===== src/rtl/gray_fifo_pkg.sv =====
// Shared types and helpers for the Gray-coded FIFO pointer controller.
package gray_fifo_pkg;

  // Widest pointer supported (ADDR_WIDTH up to 16 plus the wrap bit).
  localparam int unsigned MAX_PTR_W = 17;

  // Pointer width for a given RAM address width: one extra wrap bit.
  function automatic int unsigned ptr_width(input int unsigned addr_width);
    return addr_width + 1;
  endfunction

  // Default geometry.
  localparam int unsigned ADDR_WIDTH_DEF = 4;
  localparam int unsigned DEPTH          = 2 ** ADDR_WIDTH_DEF;
  localparam int unsigned PTR_W          = ADDR_WIDTH_DEF + 1;

  // Binary to reflected Gray code.
  function automatic logic [MAX_PTR_W-1:0] bin2gray(input logic [MAX_PTR_W-1:0] b);
    return b ^ (b >> 1);
  endfunction

endpackage


===== src/rtl/gray_fifo_ptr_ctrl_gray_ptr_cnt.sv =====
// Binary pointer with a registered Gray copy of its next value.
module gray_ptr_cnt
  import gray_fifo_pkg::*;
#(
  parameter int unsigned WIDTH = 5
) (
  input  logic             clk,
  input  logic             rst_n,
  input  logic             clear,
  input  logic             inc,
  output logic [WIDTH-1:0] bin,
  output logic [WIDTH-1:0] bin_nxt,
  output logic [WIDTH-1:0] gray
);

  logic [WIDTH-1:0] bin_q, bin_d;
  logic [WIDTH-1:0] gray_q, gray_d;

  // Next pointer: flush wins, otherwise natural rollover on increment.
  always_comb begin
    bin_d = bin_q;
    if (clear) begin
      bin_d = '0;
    end else if (inc) begin
      bin_d = bin_q + WIDTH'(1);
    end
    gray_d = WIDTH'(bin2gray(MAX_PTR_W'(bin_d)));
  end

  // Pointer and Gray registers update together so they never disagree.
  always_ff @(posedge clk or negedge rst_n) begin
    if (!rst_n) begin
      bin_q  <= '0;
      gray_q <= '0;
    end else begin
      bin_q  <= bin_d;
      gray_q <= gray_d;
    end
  end

  assign bin     = bin_q;
  assign bin_nxt = bin_d;
  assign gray    = gray_q;

endmodule


===== src/rtl/gray_fifo_ptr_ctrl.sv =====
// Pointer, flag and occupancy controller for a single-clock FIFO.
module gray_fifo_ptr_ctrl
  import gray_fifo_pkg::*;
#(
  parameter int unsigned ADDR_WIDTH   = 4,
  parameter int unsigned AFULL_LEVEL  = 2 ** ADDR_WIDTH - 1,
  parameter int unsigned AEMPTY_LEVEL = 1
) (
  input  logic                  clk,
  input  logic                  rst_n,
  input  logic                  clear,
  input  logic                  wr_en,
  input  logic                  rd_en,
  output logic [ADDR_WIDTH-1:0] wr_addr,
  output logic [ADDR_WIDTH-1:0] rd_addr,
  output logic                  wr_accept,
  output logic                  rd_accept,
  output logic [ADDR_WIDTH:0]   wr_ptr_gray,
  output logic [ADDR_WIDTH:0]   rd_ptr_gray,
  output logic [ADDR_WIDTH:0]   count,
  output logic                  full,
  output logic                  empty,
  output logic                  almost_full,
  output logic                  almost_empty,
  output logic                  overflow,
  output logic                  underflow
);

  localparam int unsigned PW = ptr_width(ADDR_WIDTH);

  logic [PW-1:0] wr_bin, wr_bin_nxt, rd_bin, rd_bin_nxt;
  logic [PW-1:0] count_q, count_d;
  logic          full_q, full_d, empty_q, empty_d;
  logic          afull_q, afull_d, aempty_q, aempty_d;
  logic          ovf_q, ovf_d, unf_q, unf_d;

  // Accepts look only at the registered flags.
  assign wr_accept = wr_en & ~full_q;
  assign rd_accept = rd_en & ~empty_q;

  gray_ptr_cnt #(
    .WIDTH (PW)
  ) u_wr_ptr (
    .clk     (clk),
    .rst_n   (rst_n),
    .clear   (clear),
    .inc     (wr_accept),
    .bin     (wr_bin),
    .bin_nxt (wr_bin_nxt),
    .gray    (wr_ptr_gray)
  );

  gray_ptr_cnt #(
    .WIDTH (PW)
  ) u_rd_ptr (
    .clk     (clk),
    .rst_n   (rst_n),
    .clear   (clear),
    .inc     (rd_accept),
    .bin     (rd_bin),
    .bin_nxt (rd_bin_nxt),
    .gray    (rd_ptr_gray)
  );

  // Flags derive from the next pointers so they move in the same cycle as the pointers.
  always_comb begin
    count_d  = wr_bin_nxt - rd_bin_nxt;
    full_d   = (wr_bin_nxt[PW-1] != rd_bin_nxt[PW-1]) &&
               (wr_bin_nxt[PW-2:0] == rd_bin_nxt[PW-2:0]);
    empty_d  = (wr_bin_nxt == rd_bin_nxt);
    afull_d  = 32'(count_d) >= AFULL_LEVEL;
    aempty_d = 32'(count_d) <= AEMPTY_LEVEL;
    ovf_d    = wr_en & full_q;
    unf_d    = rd_en & empty_q;
    if (clear) begin
      afull_d  = 1'b0;
      aempty_d = 1'b1;
      ovf_d    = 1'b0;
      unf_d    = 1'b0;
    end
  end

  // Flag, count and error pulse registers.
  always_ff @(posedge clk or negedge rst_n) begin
    if (!rst_n) begin
      count_q  <= '0;
      full_q   <= 1'b0;
      empty_q  <= 1'b1;
      afull_q  <= 1'b0;
      aempty_q <= 1'b1;
      ovf_q    <= 1'b0;
      unf_q    <= 1'b0;
    end else begin
      count_q  <= count_d;
      full_q   <= full_d;
      empty_q  <= empty_d;
      afull_q  <= afull_d;
      aempty_q <= aempty_d;
      ovf_q    <= ovf_d;
      unf_q    <= unf_d;
    end
  end

  // RAM addresses drop the wrap bit.
  assign wr_addr = wr_bin[PW-2:0];
  assign rd_addr = rd_bin[PW-2:0];

  logic unused_wrap_bits;
  assign unused_wrap_bits = wr_bin[PW-1] ^ rd_bin[PW-1];

  assign count        = count_q;
  assign full         = full_q;
  assign empty        = empty_q;
  assign almost_full  = afull_q;
  assign almost_empty = aempty_q;
  assign overflow     = ovf_q;
  assign underflow    = unf_q;

endmodule

===== config.mk =====
export PLATFORM = sky130hd
export DESIGN_NAME = gray_fifo_ptr_ctrl
export DESIGN_NICKNAME = d
export VERILOG_FILES = /design/src/rtl/gray_fifo_pkg.sv /design/src/rtl/gray_fifo_ptr_ctrl_gray_ptr_cnt.sv /design/src/rtl/gray_fifo_ptr_ctrl.sv
export SDC_FILE = /design/constraint.sdc
export NUM_CORES = 1
export LEC_CHECK = 0
export ABC_AREA = 0
export BUFFER_PORTS_ARGS = -buffer_cell sky130_fd_sc_hd__buf_2
export CORE_MARGIN = 1
export CORE_UTILIZATION = 51
export CTS_CLUSTER_DIAMETER = 200
export DETAILED_ROUTE_END_ITERATION = 6
export GPL_TIMING_DRIVEN = 0
export HOLD_SLACK_MARGIN = 0.05
export PLACE_DENSITY = 0.77
export SYNTH_ARGS = -nofsm -noshare
export SYNTH_HDL_FRONTEND = slang
export SYNTH_SLANG_ARGS = --single-unit

===== constraint.sdc =====
create_clock -name clk -period 3.1 [get_ports clk]
set_input_delay 0.62 -clock clk [delete_from_list [all_inputs] [get_ports clk]]
set_output_delay 0.62 -clock clk [all_outputs]
set_load 0.02 [all_outputs]

==> metrics.csv, run 1 <==
metric;value;unit
insertion_delay;0.32;ns
number_of_synthesized_flops_with_an_enable_pin;0;
synth_fp_nets;139;
cts.reportedPaths.clkPinSlew;0.08;ns
postSynthRegisterBits;29;
detail_route.wirelength;2.56;mm
irDropWorstVdd;0.000461;V
timing.critical_path.buf_inv;2;
timing.critical_path.cells;nand2b_1, inv_1, xnor2_1, nor2_1, ha_1, inv_1, fa_1, a21o_1, a21oi_1, xnor3_1, a31o_1;
grt_antenna_before_repair;0;
detailed_route_wire_length_per_cell;12.8;um
cts.repair.resized;0;
detail_route.drc_violations;0;
timing.setup.critical_path_class;flip-flop to flip-flop;
hold_violations;0;
cts.path.max_buffers;2;
grt_pass1_vias;969;
worst-endpoint-arrival;3.06;ns
timing.slew.headroom;58.3;%
cts_hold_repair.buffers;0;
setup_viol_count_final;0;
worst_path_most_repeated_cell;sky130_fd_sc_hd__inv_1;
ios;36;
syn_inst;127;
antenna_diode_count;0;
global_route_total_usage_across_every_layer;21.6;%
cts_post_setup_buffers_inserted;0;
static-leakage-power;0.913;nW
drtIter0Drc;11;
status;finished clean;
row_count;18;
postSynthAreaPerCell;11.0;um2
count_of_antenna_violating_nets_left_after_detailed_routing;0;
fin_skew;0.00373;ns
type_of_destination_of_the_critical_path;flip-flop;
crit_path_max_incr_delay;0.55;ns
detail_route.vias_per_cell;5.04;
number_of_violations_of_the_max_capacitance_limit;0;
grt_max_degree;30;
replace_congestion;0.784;
synth.yosys.seq_area_share;52.2;%
post-synth-top-count-cell;sky130_fd_sc_hd__dfrtp_1;
die_height;54.3;um
final-max-slew-violation-count;0;
worstPathRequired;3.35;ns
global_route_wire_length_before_repair;4.26;mm
area_of_the_core;2520;um2
number_of_vias_after_detailed_routing;1008;
layout-area-overhead-vs-synth;18.8;%
synth_top_flop_cell;sky130_fd_sc_hd__dfrtp_1;
cpLargestDelayFamily;compound AO/OA/AOI/OAI gates;
cts-root-buf;sky130_fd_sc_hd__clkbuf_4;
setup_repair_after_global_routing_missed_its_margin;false;
placed_cells;192;
final_layout_size_suffix_gt1_share;28.8;%
dieArea;2950;um2
synth.top_cells.by_area;sky130_fd_sc_hd__dfrtp_1 48%, sky130_fd_sc_hd__xnor2_1 7.5%, sky130_fd_sc_hd__nor2_1 5.7%;
ys_types;33;
tritoncts_num_sinks;29;
power;0.00101;W
critPathSlowestCell;sky130_fd_sc_hd__dfstp_2;
synth.cells.most_frequent;27 x sky130_fd_sc_hd__dfrtp_1, 21 x sky130_fd_sc_hd__nor2_1, 12 x sky130_fd_sc_hd__xnor2_1;
min_period_over_period;90.5;%
maxClockFrequency;356;MHz
worstMarginPinSlew;0.626;ns
tritoncts;built;
number_of_fillers_in_the_final_layout;202;
detailedPlacementHpwl;1.95;mm
utilization;65.6;%
tritoncts.num_buffers;5;
synth_top_area_share;48.5;%
netlist.top_cell.by_area;sky130_fd_sc_hd__dfrtp_1;
synth_warnings;0;
cell_area_after_synthesis;1390;um2
port_buffers;35;
worst_hold_path_type;input port to asynchronous set/reset pin;
final_total_negative_setup_slack;0;ns
grt_overflow_total;0;
h-tree-depth;2;
timing.critical_path.from_type;flip-flop;
critical_path_peak_fanout;4;
final_nets;181;
post_layout_nonfiller_instances;200;
die-width;54.3;um
fin_crit_period;2.81;ns
synthArstFlopShare;100;%
power.density;613;nW/um2
detailedRoute.firstPassIterationCount;6;
floorplan.initialDensity;55.3;%
-- report_power, final --
| group | total [W] | internal, W | leakage [nW] | switching (W) |
|---|---|---|---|---|
| combinational | 0.000341 | 0.000131 | 0.498 | 0.000210 |
| sequential | 0.000467 | 0.000442 | 0.388 | 0.0000249 |
| clock | 0.000207 | 0.0000901 | 0.0265 | 0.000117 |
-- routing by layer --
layer	wire, um	track usage, %	vias to the layer above
li1	-	-	507
met1	1160	26.9	458
met2	1210	33.7	35
met3	128	6.11	8
met4	59	11.5	0
met5	0	0	-
-- per-stage QoR --
stage | hold slack (ns) | area, um2 | setup slack (ns)
global placement | 0.483 | 1610 | 0.0573
detailed placement | 0.484 | 1610 | 0.0622
global route | 0.353 | 1660 | 0.0892
finish | 0.308 | 1660 | 0.294
CTS | 0.318 | 1660 | 0.279
floorplan | 0.324 | 1390 | 0.211
-- logic make-up (layout without fill, tap and decap cells) --
logic type	count (synthesis)	count (layout)	share of synthesized area, %
mux	1	1	0.718
flops	29	29	52.2
xor+xnor	20	20	13.6
fa+ha+maj	7	7	6.82
buf+inv	11	54	2.96
compound gates	17	17	8.44
simple gates	42	42	15.3
-- path summary, 6_finish.rpt --
check / slack, ns / endpoint / start / cells past startpoint
max: 0.29 / almost_empty$_DFF_PN1_ / empty$_DFF_PN1_ / 11
min: 0.31 / underflow$_DFF_PN0_ / rst_n / 1
max reg2reg: 0.29 / almost_empty$_DFF_PN1_ / empty$_DFF_PN1_ / 11
min reg2reg: 0.49 / underflow$_DFF_PN0_ / empty$_DFF_PN1_ / 2
max in group asynchronous: 2.38 / u_wr_ptr.bin[1]$_DFF_PN0_ / rst_n / 1
min in group clk: 0.49 / underflow$_DFF_PN0_ / empty$_DFF_PN1_ / 2
-- sequential cells by signal (all words and copies together), names as in the netlist --
name           flops
almost_empty       1
almost_full        1
count              5
empty              1
full               1
overflow           1
u_rd_ptr.bin       5
u_rd_ptr.gray      4
u_wr_ptr.bin       5
u_wr_ptr.gray      4
underflow          1
-- area by class of cell --
type	instances	area (um2)	area share [%]
buffer	3	11.3	0.680
clock buffer	8	48.8	2.95
tap	30	37.5	2.27
sequential	29	728	44.0
multi-input combinational	87	624	37.7
timing repair buffer	35	175	10.6
inverter	8	30.0	1.81
-- layout by cell type (no fill, tap or decap) --
cell type	netlist	final
sky130_fd_sc_hd__a211o_1	1	1
sky130_fd_sc_hd__a211oi_1	1	1
sky130_fd_sc_hd__a21o_1	4	4
sky130_fd_sc_hd__a21oi_1	3	3
sky130_fd_sc_hd__a21oi_2	1	1
sky130_fd_sc_hd__a31o_1	1	1
sky130_fd_sc_hd__and2_4	1	1
sky130_fd_sc_hd__buf_2	0	35
sky130_fd_sc_hd__clkbuf_1	3	6
sky130_fd_sc_hd__clkbuf_4	0	5
sky130_fd_sc_hd__dfrtp_1	27	27
sky130_fd_sc_hd__dfstp_2	2	2
sky130_fd_sc_hd__fa_1	1	1
sky130_fd_sc_hd__ha_1	6	6
sky130_fd_sc_hd__inv_1	8	8
sky130_fd_sc_hd__mux2i_1	1	1
sky130_fd_sc_hd__nand2_1	7	7
sky130_fd_sc_hd__nand2b_1	1	1
sky130_fd_sc_hd__nand3_1	1	1
sky130_fd_sc_hd__nand3b_1	1	1
sky130_fd_sc_hd__nand3b_4	1	1
sky130_fd_sc_hd__nand4_1	3	3
sky130_fd_sc_hd__nor2_1	21	21
sky130_fd_sc_hd__nor2b_1	1	1
sky130_fd_sc_hd__nor3_1	1	1
sky130_fd_sc_hd__o211ai_1	1	1
sky130_fd_sc_hd__o21a_1	2	2
sky130_fd_sc_hd__o21ai_0	1	1
sky130_fd_sc_hd__o21ai_1	1	1
sky130_fd_sc_hd__o22ai_1	1	1
sky130_fd_sc_hd__or2_2	3	3
sky130_fd_sc_hd__or3_4	1	1
sky130_fd_sc_hd__xnor2_1	12	12
sky130_fd_sc_hd__xnor3_1	1	1
sky130_fd_sc_hd__xor2_1	7	7
Note: power is estimated with default switching activity, not from simulation.
==> inputs of run 2 (changes only) <==
- ABC_AREA: 0 -> 1
==> run 2 against run 1 <==
  * First-iteration DRC count is the same
  * Routed wire length fell by 0.66%
  * Power up 4.7%
  * Register-to-register slack gained 0.34 ns
  * Setup slack better by 0.34 ns
  * Critical endpoint is now almost_full$_DFF_PN0_
==> metrics.csv, run 2 <==
metric;value;unit;change
layout.cells.most_common_list;35 x sky130_fd_sc_hd__buf_2, 27 x sky130_fd_sc_hd__dfrtp_1, 16 x sky130_fd_sc_hd__nand2_1;;
synthArstFlopShare;100;%;unchanged
cts_post_setup_buffers_inserted;0;;unchanged
row_count;18;;unchanged
synth_top_flop_cell;sky130_fd_sc_hd__dfrtp_1;;
hold_violations;0;;unchanged
final-max-slew-violation-count;0;;unchanged
dpl_cell_area;1590;um2;-0.78%
status;finished clean;;
final_total_negative_setup_slack;0;ns;unchanged
netlist.top_cell.by_area;sky130_fd_sc_hd__dfrtp_1;;
r2r_setup_slack;0.63;ns;+0.34 ns
maxClockFrequency;405;MHz;+14%
grt_antenna_before_repair;0;;unchanged
tritoncts_num_sinks;29;;unchanged
worstReg2RegStart;u_rd_ptr.bin[1]$_DFF_PN0_;;
number_of_synthesized_flops_with_an_enable_pin;0;;unchanged
detail_route.wirelength;2.54;mm;-0.66%
irDropWorstVdd;0.000545;V;+18%
detail_route.vias_per_cell;4.98;;-1.3%
syn_inst;129;;+1.6%
number_of_violations_of_the_max_capacitance_limit;0;;unchanged
dieArea;2930;um2;-0.53%
ios;36;;unchanged
type_of_destination_of_the_critical_path;flip-flop;;
detailedPlacementHpwl;1.95;mm;-0.28%
worst-endpoint-arrival;2.74;ns;-0.32 ns
cell_area_after_synthesis;1390;um2;-0.54%
synth.yosys.seq_area_share;52.5;%;+0.28 points
layout-area-overhead-vs-synth;21.1;%;
area_of_the_core;2520;um2;unchanged
static-leakage-power;0.909;nW;-0.50%
detailed_route_wire_length_per_cell;12.7;um;-1.2%
synth_warnings;0;;unchanged
count_of_antenna_violating_nets_left_after_detailed_routing;0;;unchanged
cts.path.max_buffers;2;;unchanged
antenna_diode_count;0;;unchanged
min_period_over_period;79.7;%;-11 points
grt_max_degree;30;;unchanged
h-tree-depth;2;;unchanged
drtIter0Drc;11;;unchanged
timing.slew.headroom;58.6;%;+0.38 points
detail_route.drc_violations;0;;unchanged
utilization;66.6;%;+0.94 points
synth_top_area_share;48.7;%;+0.26 points
die_height;54.1;um;-0.27%
ys_types;24;;-27%
synth_fp_nets;141;;+1.4%
number_of_vias_after_detailed_routing;1000;;-0.79%
synth.cells.most_frequent;27 x sky130_fd_sc_hd__dfrtp_1, 16 x sky130_fd_sc_hd__nand2_1, 13 x sky130_fd_sc_hd__xor2_1;;
tritoncts.num_buffers;5;;unchanged
register_area;728;um2;unchanged
layout_commonest_cell;sky130_fd_sc_hd__buf_2;;
floorplan.initialDensity;55.0;%;-0.30 points
cts.repair.resized;0;;unchanged
port_buffers;34;;-2.9%
cts_hold_repair.buffers;0;;unchanged
replace_congestion;0.796;;+1.5%
global_route_total_usage_across_every_layer;21.2;%;-0.37 points
final_nets;182;;+0.55%
tritoncts;built;;
number_of_fillers_in_the_final_layout;216;;+6.9%
power;0.00106;W;+4.7%
postLayoutCellArea;1680;um2;+1.4%
crit_path_max_incr_delay;0.41;ns;-0.14 ns
worstMarginPinSlew;0.621;ns;-0.00571 ns
synth.top_cells.by_area;sky130_fd_sc_hd__dfrtp_1 49%, sky130_fd_sc_hd__xor2_1 8.2%, sky130_fd_sc_hd__ha_1 5.4%;;
grt_overflow_total;0;;unchanged
setup_repair_after_global_routing_missed_its_margin;false;;
worstPathRequired;3.37;ns;+0.02 ns
worstReg2RegEnd;almost_full$_DFF_PN0_;;
critical_path_peak_fanout;5;;+1
fin_skew;0.0131;ns;+0.00937 ns
detailedRoute.firstPassIterationCount;4;;-2
timing.critical_path.from_type;flip-flop;;
cts-root-buf;sky130_fd_sc_hd__clkbuf_4;;
die-width;54.1;um;-0.27%
fin_crit_period;2.47;ns;-0.336 ns
worst_hold_path_type;input port to asynchronous set/reset pin;;
final_layout_size_suffix_gt1_share;40.9;%;+12 points
crit_end;almost_full$_DFF_PN0_;;
post-synth-top-count-cell;sky130_fd_sc_hd__dfrtp_1;;
critPathSlowestCell;sky130_fd_sc_hd__dfrtp_1;;
postSynthRegisterBits;29;;unchanged
grt_pass1_vias;979;;+1.0%
critPathLaunch;u_rd_ptr.bin[1]$_DFF_PN0_;;
postSynthAreaPerCell;10.7;um2;-2.1%
setup_viol_count_final;0;;unchanged
insertion_delay;0.32;ns;about the same
worst-r2r-cell-count;13;;+2
timing.setup.critical_path_class;flip-flop to flip-flop;;
cts.reportedPaths.clkPinSlew;0.09;ns;about the same
multiInputGateArea;593;um2;-5.0%
power.density;633;nW/um2;+3.2%
timing.critical_path.cells;ha_1, nand3_2, xor2_1, nor2_1, inv_1, ha_1, a21oi_1, nand2_1, xor2_1, nand4_1, nand3_1, nand2_1, inv_1;;
global_route_wire_length_before_repair;4.16;mm;-2.3%
run 2: cell count changes in the layout (fill, tap and decap cells not counted), sizes merged, moves of 2 or more:
cell	before	now
nand2	7	19
a21o	4	0
o21bai	0	2
clkbuf	11	7
inv	8	16
o21a	2	0
xnor2	12	0
nand3	1	11
xor2	7	13
nor3	1	7
nor2	21	14
or2	3	0
run 2: layer usage:
| layer | part of all wire, % | wire length, um | global-route usage [%] | up-vias |
|---|---|---|---|---|
| met5 | 0 | 0 | 0 | - |
| met4 | 1.5 | 38 | 11.1 | 0 |
| met3 | 4.4 | 111 | 9.60 | 6 |
| met2 | 52 | 1310 | 34.8 | 30 |
| met1 | 42 | 1080 | 22.7 | 463 |
| li1 | - | - | - | 501 |
run 2: cell type report:
cell class / instances / share of cell area (%)
buffer: 1 / 0.298
clock buffer: 7 / 3.28
clock inverter: 1 / 1.79
inverter: 16 / 3.58
multi-input combinational: 83 / 35.3
sequential: 29 / 43.4
tap: 30 / 2.24
timing repair buffer: 34 / 10.1
run 2: cell families after synthesis:
family | count (synthesis) | share of synthesized area (%)
xor gates and xnor gates | 13 | 8.21
buffers and inverters | 17 | 4.69
adders and majority gates | 7 | 6.86
and+or+nand+nor | 55 | 23.6
DFF | 29 | 52.5
AOI/OAI and AO/OA | 8 | 4.06
run 2: worst min path at each step:
stage	from	endpoint	slack [ns]	depth (start not counted)
after global placement	empty$_DFF_PN1_	underflow$_DFF_PN0_	0.52	2
after floorplan	rst_n	almost_full$_DFF_PN0_	0.32	0
after CTS	rst_n	u_rd_ptr.bin[0]$_DFF_PN0_	0.31	1
after detailed placement	empty$_DFF_PN1_	underflow$_DFF_PN0_	0.52	2
after global routing	rst_n	u_rd_ptr.bin[0]$_DFF_PN0_	0.34	1
final	rst_n	count[2]$_DFF_PN0_	0.30	1
run 2: critical path, delay by kind of cell, from the launching register on:
family	cells	cell delay, ns
AND/OR/NAND/NOR	6	0.77
adder cells (fa/ha/maj)	2	0.55
flip-flops	1	0.41
XOR/XNOR	2	0.40
AO/OA/AOI/OAI	1	0.16
buffers and inverters	2	0.13
run 2: per-stage QoR:
step	hold slack (ns)	worst slack [ns]	cells
floorplan	0.324	0.763	129
global route	0.343	0.338	201
finish	0.303	0.629	201
CTS	0.314	0.607	201
detailed placement	0.525	0.478	193
global placement	0.522	0.558	193
run 2: report_power, final:
part / internal [W] / leakage (nW) / total (W) / switching (W)
clock: 0.000193 / 0.0455 / 0.000315 / 0.000122
sequential: 0.000436 / 0.382 / 0.000463 / 0.0000276
combinational: 0.0000956 / 0.481 / 0.000284 / 0.000189
total: 0.000724 / 0.909 / 0.00106 / 0.000339
==> inputs of run 3 (changes only) <==
- clock period: 3.1 -> 2.3 ns (I/O delays scaled with it)
==> run 3 against run 2 <==
  * Clock power increased by 37%
  * Cell area increased by 11%
  * Critical path type unchanged
  * Register-to-register slack got worse by 0.55 ns
  * Highest routed layer unchanged
  * Critical endpoint unchanged
==> metrics.csv, run 3 (same netlist as run 2, synthesis figures left out) <==
metric;value;unit;change
tritoncts_num_sinks;29;;unchanged
cts-root-buf;sky130_fd_sc_hd__clkbuf_4;;
worst-r2r-cell-count;12;;-1
utilization;74.1;%;+7.5 points
detailed_route_wire_length_per_cell;13.6;um;+7.6%
port_buffers;34;;unchanged
min_period_over_period;96.7;%;+17 points
setup_viol_count_final;0;;unchanged
grt_overflow_total;0;;unchanged
cts.path.max_buffers;2;;unchanged
type_of_destination_of_the_critical_path;flip-flop;;
detail_route.drc_violations;0;;unchanged
tritoncts.num_buffers;5;;unchanged
worstReg2RegEnd;almost_full$_DFF_PN0_;;
dieArea;2930;um2;unchanged
timing.hold.ws;0.131;ns;-0.172 ns
insertion_delay;0.33;ns;about the same
detail_route.vias_per_cell;5.07;;+1.9%
irDropWorstVdd;0.000782;V;+44%
grt_max_degree;30;;unchanged
critPathSlowestCell;sky130_fd_sc_hd__dfrtp_1;;
global_route_wire_length_before_repair;4.20;mm;+1.0%
layout-area-overhead-vs-synth;34.7;%;
antenna_diode_count;0;;unchanged
final_layout_size_suffix_gt1_share;51.9;%;+11 points
timing.critical_path.cells;ha_2, nor3_2, nor3_4, inv_1, ha_1, nand3_1, nand2_1, xor2_2, nand4_1, nand3_1, nand2_1, inv_1;;
global_route_total_usage_across_every_layer;21.5;%;+0.25 points
tritoncts;built;;
ios;36;;unchanged
grt_pass1_vias;973;;-0.61%
worstPathRequired;2.58;ns;-0.79 ns
drtIter0Drc;26;;+15
detail_route.wirelength;2.90;mm;+14%
h-tree-depth;2;;unchanged
critical_path_peak_fanout;4;;-1
post_layout_nonfiller_instances;213;;+6.0%
floorplan.initialDensity;55.0;%;unchanged
grt_antenna_before_repair;0;;unchanged
fin_skew;0.00983;ns;-0.00327 ns
layout.cells.most_common_list;35 x sky130_fd_sc_hd__buf_2, 27 x sky130_fd_sc_hd__dfrtp_1, 16 x sky130_fd_sc_hd__nand2_1;;
cp.depth;12;;-1
worstMarginPinSlew;0.613;ns;-0.00708 ns
placed_cells;193;;unchanged
worst-endpoint-arrival;2.51;ns;-0.23 ns
status;finished clean;;
number_of_violations_of_the_max_capacitance_limit;0;;unchanged
timing.setup.critical_path_class;flip-flop to flip-flop;;
cts_hold_repair.buffers;0;;unchanged
replace_congestion;0.796;;unchanged
timing.slew.headroom;59.1;%;+0.47 points
layout_commonest_cell;sky130_fd_sc_hd__buf_2;;
r2r_setup_slack;0.08;ns;-0.55 ns
fin_crit_period;2.22;ns;-0.246 ns
cts.reportedPaths.clkPinSlew;0.09;ns;about the same
timing.critical_path.from_type;flip-flop;;
maxClockFrequency;449;MHz;+11%
final_nets;194;;+6.6%
power.density;808;nW/um2;+28%
area_of_the_core;2520;um2;unchanged
static-leakage-power;0.987;nW;+8.7%
power;0.00151;W;+42%
number_of_vias_after_detailed_routing;1080;;+8.0%
cpLargestDelayFamily;simple AND/OR/NAND/NOR gates;;
worst_hold_path_type;input port to asynchronous set/reset pin;;
hold_violations;0;;unchanged
row_count;18;;unchanged
worstReg2RegStart;u_rd_ptr.bin[1]$_DFF_PN0_;;
count_of_antenna_violating_nets_left_after_detailed_routing;0;;unchanged
final-max-slew-violation-count;0;;unchanged
detailedRoute.firstPassIterationCount;4;;unchanged
timing.critical_path.buf_inv;2;;unchanged
detailedPlacementHpwl;1.95;mm;unchanged
die_height;54.1;um;unchanged
die-width;54.1;um;unchanged
crit_path_max_incr_delay;0.44;ns;+0.03 ns
-- run 3: routing by layer --
layer / part of all wire (%) / wire length, um / track usage [%] / vias to the layer above
met3: 5.3 / 155 / 9.32 / 6
met1: 41 / 1200 / 24.0 / 511
met5: 0 / 0 / 0 / -
li1: - / - / - / 524
met2: 52 / 1490 / 34.6 / 39
met4: 1.7 / 48 / 10.7 / 0
-- run 3: how the worst max path moves through the flow --
| stage | from | to | slack, ns |
|---|---|---|---|
| 2_1_floorplan | u_rd_ptr.bin[1]$_DFF_PN0_ | almost_full$_DFF_PN0_ | 0.003 |
| 4_1_cts | empty$_DFF_PN1_ | almost_full$_DFF_PN0_ | 0.04 |
| 6_report | u_rd_ptr.bin[1]$_DFF_PN0_ | almost_full$_DFF_PN0_ | 0.08 |
| 5_1_grt | u_rd_ptr.bin[1]$_DFF_PN0_ | almost_full$_DFF_PN0_ | -0.05 |
| 3_5_place_dp | u_rd_ptr.bin[1]$_DFF_PN0_ | almost_full$_DFF_PN0_ | -0.17 |
| 3_3_place_gp | rd_en | almost_full$_DFF_PN0_ | -0.08 |
-- run 3: layout make-up --
type | instances | area (um2)
buffer | 1 | 5.00
timing repair buffer | 46 | 260
fill | 179 | 654
clock inverter | 1 | 30.0
inverter | 16 | 60.1
multi-input combinational | 83 | 692
tap | 30 | 37.5
sequential | 29 | 728
clock buffer | 7 | 55.1
-- run 3: worst register-to-register path, delay by kind of cell, from the launching register on --
| kind | cells | cell delay (ns) |
|---|---|---|
| XOR/XNOR | 1 | 0.21 |
| adder cells (fa/ha/maj) | 2 | 0.67 |
| buffers and inverters | 2 | 0.16 |
| flip-flops | 1 | 0.44 |
| AND/OR/NAND/NOR | 7 | 0.69 |
-- run 3: what timing repair did --
item	in CTS	in global routing
resized for setup	5	13
endpoints found under the hold margin	0	0
setup endpoints to repair	2	2
buffers inserted	1	11
pin swaps	2	12
-- run 3: through the flow --
stage                     setup slack, ns  TNS, ns  cell area [um2]
after floorplan                   0.00289        0             1390
after global placement            -0.0822   -0.105             1590
after detailed placement           -0.173   -0.270             1590
after CTS                          0.0351        0             1720
after global routing              -0.0457  -0.0815             1870
final                              0.0750        0             1870
-- run 3: where the power goes --
| group | switching [W] | internal, W |
|---|---|---|
| logic | 0.000282 | 0.000170 |
| registers | 0.0000386 | 0.000587 |
| clock network | 0.000172 | 0.000259 |
